===== config.mk =====
export PLATFORM = sky130hd
export DESIGN_NAME = mult_booth_flat
export DESIGN_NICKNAME = d
export VERILOG_FILES = /design/src/rtl/mult_pkg.sv /design/src/rtl/mult_booth_if.sv /design/src/rtl/mult_booth_step.sv /design/src/rtl/mult_booth.sv /design/src/flat_wrapper.sv
export SDC_FILE = /design/constraint.sdc
export NUM_CORES = 1
export LEC_CHECK = 0
export CORE_MARGIN = 1
export CORE_UTILIZATION = 30
export DETAILED_ROUTE_END_ITERATION = 8
export DONT_BUFFER_PORTS = 1
export GPL_ROUTABILITY_DRIVEN = 0
export GPL_TIMING_DRIVEN = 0
export SLEW_MARGIN = 10
export SYNTH_ARGS = -nofsm -noshare
export SYNTH_HDL_FRONTEND = slang
export SYNTH_SLANG_ARGS = --single-unit

===== constraint.sdc =====
create_clock -name clk -period 9.5 [get_ports clk]
set_input_delay 1.425 -clock clk [delete_from_list [all_inputs] [get_ports clk]]
set_output_delay 1.425 -clock clk [all_outputs]
set_load 0.01 [all_outputs]

===== src/rtl/mult_pkg.sv =====
// Shared types and sizing helpers for the radix-2 Booth multiplier.
// The state encoding is also exported on a debug port.
package mult_pkg;

  typedef enum logic [1:0] {
    IDLE = 2'd0,
    RUN  = 2'd1,
    DONE = 2'd2
  } state_e;

  // Iteration counter width for a given operand width (width >= 2).
  function automatic int cnt_width(input int width);
    return $clog2(width);
  endfunction

  localparam int DEF_WIDTH = 32;
  localparam int CNT_W     = cnt_width(DEF_WIDTH);

endpackage


===== src/rtl/mult_booth_if.sv =====
// Start/result bundle between the control unit (master) and the multiplier (slave).
interface mult_booth_if #(
  parameter int WIDTH = 32
);

  // Handshake: mult_start is sampled only while the multiplier is idle
  // (mult_busy=0); op_a/op_b are captured on that same edge. mult_done is a
  // single-cycle pulse, and hi_out/lo_out hold the product from that cycle
  // until the next completion or reset. Starts while busy are dropped.
  logic             mult_start;
  logic [WIDTH-1:0] op_a;
  logic [WIDTH-1:0] op_b;
  logic             mult_busy;
  logic             mult_done;
  logic [WIDTH-1:0] hi_out;
  logic [WIDTH-1:0] lo_out;

  modport master (
    output mult_start, op_a, op_b,
    input  mult_busy, mult_done, hi_out, lo_out
  );

  modport slave (
    input  mult_start, op_a, op_b,
    output mult_busy, mult_done, hi_out, lo_out
  );

endinterface


===== src/rtl/mult_booth_step.sv =====
// One radix-2 Booth iteration: conditional add/subtract of M into A, then an
// arithmetic right shift of {A,Q,Q_-1}.
module mult_booth_step #(
  parameter int WIDTH = 32
) (
  input  logic [WIDTH:0]   a_i,
  input  logic [WIDTH-1:0] q_i,
  input  logic             q_m1_i,
  input  logic [WIDTH:0]   m_i,
  output logic [WIDTH:0]   a_o,
  output logic [WIDTH-1:0] q_o,
  output logic             q_m1_o
);

  logic [WIDTH:0] sum;

  always_comb begin
    sum = a_i;
    case ({q_i[0], q_m1_i})
      2'b01:   sum = a_i + m_i;
      2'b10:   sum = a_i - m_i;
      default: sum = a_i;
    endcase
  end

  // A is one bit wider than the operands so -M never overflows.
  assign a_o    = {sum[WIDTH], sum[WIDTH:1]};
  assign q_o    = {sum[0], q_i[WIDTH-1:1]};
  assign q_m1_o = q_i[0];

endmodule


===== src/rtl/mult_booth.sv =====
// Multicycle signed WIDTH x WIDTH multiplier (radix-2 Booth) for MULT.
// Product lands in registered HI/LO on the cycle mult_done pulses.
module mult_booth
  import mult_pkg::*;
#(
  parameter int WIDTH = 32
) (
  input  logic         clk,
  input  logic         reset,
  mult_booth_if.slave  bus,
  output state_e       dbg_state_o
);

  localparam int CW = cnt_width(WIDTH);
  localparam logic [CW-1:0] LAST_CNT = CW'(WIDTH - 1);

  state_e           state_q;
  logic [CW-1:0]    cnt_q;
  logic [WIDTH:0]   m_q;
  logic [WIDTH:0]   a_q;
  logic [WIDTH-1:0] q_q;
  logic             q_m1_q;
  logic             busy_q;
  logic             done_q;
  logic [WIDTH-1:0] hi_q;
  logic [WIDTH-1:0] lo_q;

  logic [WIDTH:0]   a_d;
  logic [WIDTH-1:0] q_d;
  logic             q_m1_d;

  mult_booth_step #(
    .WIDTH (WIDTH)
  ) u_step (
    .a_i    (a_q),
    .q_i    (q_q),
    .q_m1_i (q_m1_q),
    .m_i    (m_q),
    .a_o    (a_d),
    .q_o    (q_d),
    .q_m1_o (q_m1_d)
  );

  always_ff @(posedge clk) begin
    if (reset) begin
      state_q <= IDLE;
      cnt_q   <= '0;
      m_q     <= '0;
      a_q     <= '0;
      q_q     <= '0;
      q_m1_q  <= 1'b0;
      busy_q  <= 1'b0;
      done_q  <= 1'b0;
      hi_q    <= '0;
      lo_q    <= '0;
    end else begin
      case (state_q)
        IDLE: begin
          done_q <= 1'b0;
          if (bus.mult_start) begin
            m_q     <= {bus.op_a[WIDTH-1], bus.op_a};
            a_q     <= '0;
            q_q     <= bus.op_b;
            q_m1_q  <= 1'b0;
            cnt_q   <= '0;
            busy_q  <= 1'b1;
            state_q <= RUN;
          end
        end
        RUN: begin
          a_q    <= a_d;
          q_q    <= q_d;
          q_m1_q <= q_m1_d;
          cnt_q  <= cnt_q + CW'(1);
          // The final step's shifted result is the product; capture it
          // directly so HI/LO are valid in the DONE cycle.
          if (cnt_q == LAST_CNT) begin
            hi_q    <= a_d[WIDTH-1:0];
            lo_q    <= q_d;
            done_q  <= 1'b1;
            cnt_q   <= '0;
            state_q <= DONE;
          end
        end
        DONE: begin
          done_q  <= 1'b0;
          busy_q  <= 1'b0;
          state_q <= IDLE;
        end
        default: begin
          done_q  <= 1'b0;
          busy_q  <= 1'b0;
          state_q <= IDLE;
        end
      endcase
    end
  end

  assign bus.mult_busy = busy_q;
  assign bus.mult_done = done_q;
  assign bus.hi_out    = hi_q;
  assign bus.lo_out    = lo_q;
  assign dbg_state_o   = state_q;

endmodule


===== src/flat_wrapper.sv =====
// flat-port wrapper written by rule: the top's interface ports become plain ports
module mult_booth_flat import mult_pkg::*;
#(
  parameter int WIDTH = 32
)
  (clk, reset, dbg_state_o, bus_mult_start, bus_op_a, bus_op_b, bus_mult_busy, bus_mult_done, bus_hi_out, bus_lo_out);
  mult_booth_if #(.WIDTH(WIDTH)) bus_i ();
  input  logic clk;
  input  logic reset;
  output state_e dbg_state_o;
  input wire logic [$bits(bus_i.mult_start)-1:0] bus_mult_start;
  input wire logic [$bits(bus_i.op_a)-1:0] bus_op_a;
  input wire logic [$bits(bus_i.op_b)-1:0] bus_op_b;
  output wire logic [$bits(bus_i.mult_busy)-1:0] bus_mult_busy;
  output wire logic [$bits(bus_i.mult_done)-1:0] bus_mult_done;
  output wire logic [$bits(bus_i.hi_out)-1:0] bus_hi_out;
  output wire logic [$bits(bus_i.lo_out)-1:0] bus_lo_out;
  assign bus_i.mult_start = bus_mult_start;
  assign bus_i.op_a = bus_op_a;
  assign bus_i.op_b = bus_op_b;
  assign bus_mult_busy = bus_i.mult_busy;
  assign bus_mult_done = bus_i.mult_done;
  assign bus_hi_out = bus_i.hi_out;
  assign bus_lo_out = bus_i.lo_out;
  mult_booth #(.WIDTH(WIDTH)) u_core (.clk(clk), .reset(reset), .bus(bus_i), .dbg_state_o(dbg_state_o));
endmodule

==> out/qor.csv <==
metric;value;unit
die-area;0.0295;mm2
synth_cells;1083;
synth-seq-cells;170;
portBuffers;0;
setup_viol;0;
clk_latency;0.45;ns
start_kind;flop;
worst_pin_slew;0.806;ns
ir_drop;0.000108;V
crit_type;flop to flop;
post-cts-setup-buffers;0;
min_path_type;flop to flop;
cts_buffers;17;
multiInputGateArea;0.00488;mm2
dr.first_iter.drc_count;549;
ctsResizeCount;0;
seq_area;0.00340;mm2
grt_usage;0.182;
start_util;0.308;
vias;7892;
ff2ff_path_depth;18;
dp_hpwl;20500;um
leakage;3.63;nW
hold_viol;0;
rrSetupSlack;4.61;ns
clk_pin_slew;0.08;ns
rows;61;
synth_area_per_cell;7.98;um2
r2r_start;u_core.m_q[5];
maxCapViolCount;0;
p_per_area;195;mW/mm2
cts_hold_buffers;0;
antenna_found_initial;0;
outcome;finished, final reports clean;
die_w;172;um
fin_worst_skew;0.0153;ns
rsz0062_at_grt;false;
finalCritPeriodShare;0.515;
grt_pass1_vias;7265;
p_total;0.00190;W
startpoint;u_core.m_q[5];
fmax;204;MHz
end_kind;flop;
cts_root_buffer;clkbuf_16;
finalNetCount;1206;
cts_max_level;4;
synthTopCellsByArea;dfxtp_1, nand2_1, a21oi_1;
period_minus_slack;4.89;ns
grt_pass1_wl;40900;um
clk_path_buf_depth;2;
pre_cts_slack;4.74;ns
grt_max_degree;22;
die_h;172;um
ys_types;57;
overflow;0;
first_pass_iters;7;
via_per_inst;5.29;
wl_per_cell;17.8;um
drive_gt1_frac;0.0439;
totalWireLength;26600;um
io_pins;135;
area_growth;12.8;%
ant_nets;0;
yosysTopAreaCellShare;0.394;
clock-sinks;170;
slew_violations;0;
core-area;0.0281;mm2
cp_data_arrival_time;5.19;ns
synth_edf_count;0;
final_core_util;0.347;
crit_path_end;u_core.bus.hi_out[26];
ys.flop_type;dfxtp_1;
final.setup.tns;0;ns
synthArstFlopShare;0;
slew_headroom;0.462;
syn_nets;1187;
drcViolationCount;0;
yosysWarnings;0;
r2r-end;u_core.bus.hi_out[26];
fin_ws;4.61;ns
seq_area_frac_synth;0.394;
fin_hold_ws;0.475;ns
cts_tree;done;
cp.required;9.79;ns
antenna_cells;0;
synth_area;0.00864;mm2
crit_fanout;7;
netlist.top_cell.by_area;dfxtp_1;
fill_cells;3019;
[stage by stage]
step / instance area (um2) / std cells
2_1_floorplan: 8640 / 1083
3_3_place_gp: 9120 / 1461
3_5_place_dp: 9120 / 1461
4_1_cts: 9750 / 1493
5_1_grt: 9750 / 1493
6_report: 9750 / 1493
[layout make-up]
cell class	instances	share of cell area
clock inverter	15	0.0217
tap	378	0.0485
sequential	170	0.349
buffer	71	0.0290
clock buffer	17	0.0436
inverter	22	0.00847
multi-input combinational	820	0.500
[registers in the layout, summed over array words and instances, names as in the netlist, 2 cells and up]
register / cells
u_core.dbg_state_o: 2
u_core.bus.hi_out: 32
u_core.a_q: 32
u_core.q_q: 32
u_core.cnt_q: 5
u_core.bus.lo_out: 32
u_core.m_q: 32
[kinds of logic after synthesis]
group	share of synthesized area
buffers and inverters	0.0423
AO/OA/AOI/OAI	0.237
AND/OR/NAND/NOR	0.205
XOR/XNOR	0.0557
adder cells (fa/ha/maj)	0.0544
flip-flops	0.394
multiplexers	0.0120
[layout by cell type, fill, tap and decap left out, types with 4 or more instances in the layout]
cell	count
a32o_1	6
inv_1	21
a22o_1	43
a21o_1	18
ha_1	36
nand4_1	5
o21ai_0	52
nor2b_1	6
nor4_1	13
nor3_1	22
clkbuf_1	52
nand2b_1	9
and2_1	5
a211oi_1	17
clkinv_8	8
buf_1	16
dfxtp_1	170
a31oi_1	7
clkbuf_16	17
a311oi_1	26
mux2i_1	7
o211ai_1	6
a21oi_1	104
a22oi_1	4
or3_1	6
nand2_1	205
xnor2_1	43
o21a_1	6
nor2_1	114
nand3_1	6
xor2_1	12
[cell usage after synthesis (all sizes together) (3+ instances only)]
| library cell | instances |
|---|---|
| nand2 | 205 |
| dfxtp | 170 |
| nor2 | 114 |
| a21oi | 105 |
| clkbuf | 52 |
| o21ai | 52 |
| a22o | 43 |
| xnor2 | 43 |
| ha | 36 |
| a311oi | 26 |
| nor3 | 24 |
| inv | 22 |
| buf | 19 |
| a21o | 18 |
| a211oi | 17 |
| nor4 | 13 |
| xor2 | 12 |
| nand2b | 9 |
| a31oi | 7 |
| mux2i | 7 |
| a32o | 6 |
| nand3 | 6 |
| nor2b | 6 |
| o211ai | 6 |
| o21a | 6 |
| or3 | 6 |
| and2 | 5 |
| nand4 | 5 |
| a22oi | 4 |
| and3 | 3 |
| mux2 | 3 |
| nor3b | 3 |
| o21bai | 3 |
| o31a | 3 |
| or2 | 3 |
[layer usage]
metal,vias up,track usage,wire length (um)
met5,-,0,0
met4,0,0.0693,705
met3,43,0.0435,1790
met2,237,0.284,12000
met1,3734,0.241,12100
li1,3878,-,-
[how the worst min path moves through the flow]
stage | start | end | slack [ns] | depth (start not counted)
floorplan | u_core.a_q[0] | u_core.a_q[0] | 0.44 | 1
global placement | u_core.a_q[0] | u_core.a_q[0] | 0.46 | 1
detailed placement | u_core.a_q[0] | u_core.a_q[0] | 0.46 | 1
CTS | u_core.q_q[26] | u_core.bus.lo_out[25] | 0.48 | 2
global route | u_core.m_q[16] | u_core.m_q[16] | 0.50 | 2
finish | u_core.q_q[31] | u_core.bus.lo_out[30] | 0.47 | 2
[where the power goes]
| part | internal (W) | switching [W] | leakage [nW] | total (W) |
|---|---|---|---|---|
| registers | 0.000741 | 0.0000302 | 1.38 | 0.000771 |
| logic | 0.000144 | 0.000253 | 1.95 | 0.000396 |
| clock network | 0.000365 | 0.000371 | 0.305 | 0.000736 |
[worst max-delay path: stages (launching register included)]
cell and delay [ns]:
dfxtp_1 0.31, buf_6 0.12, or4_4 0.55, nor3_4 0.16
nand2_1 0.07, nor2_1 0.26, a21oi_1 0.13, xnor2_1 0.41
ha_1 0.19, clkbuf_1 0.25, nand2_1 0.11, o21ai_0 0.25
a211oi_1 0.13, o31ai_1 0.50, inv_1 0.15, a31o_2 0.31
or4b_2 0.64, nand3_1 0.13, a211oi_1 0.08
Power figures use the tool's default switching activity.
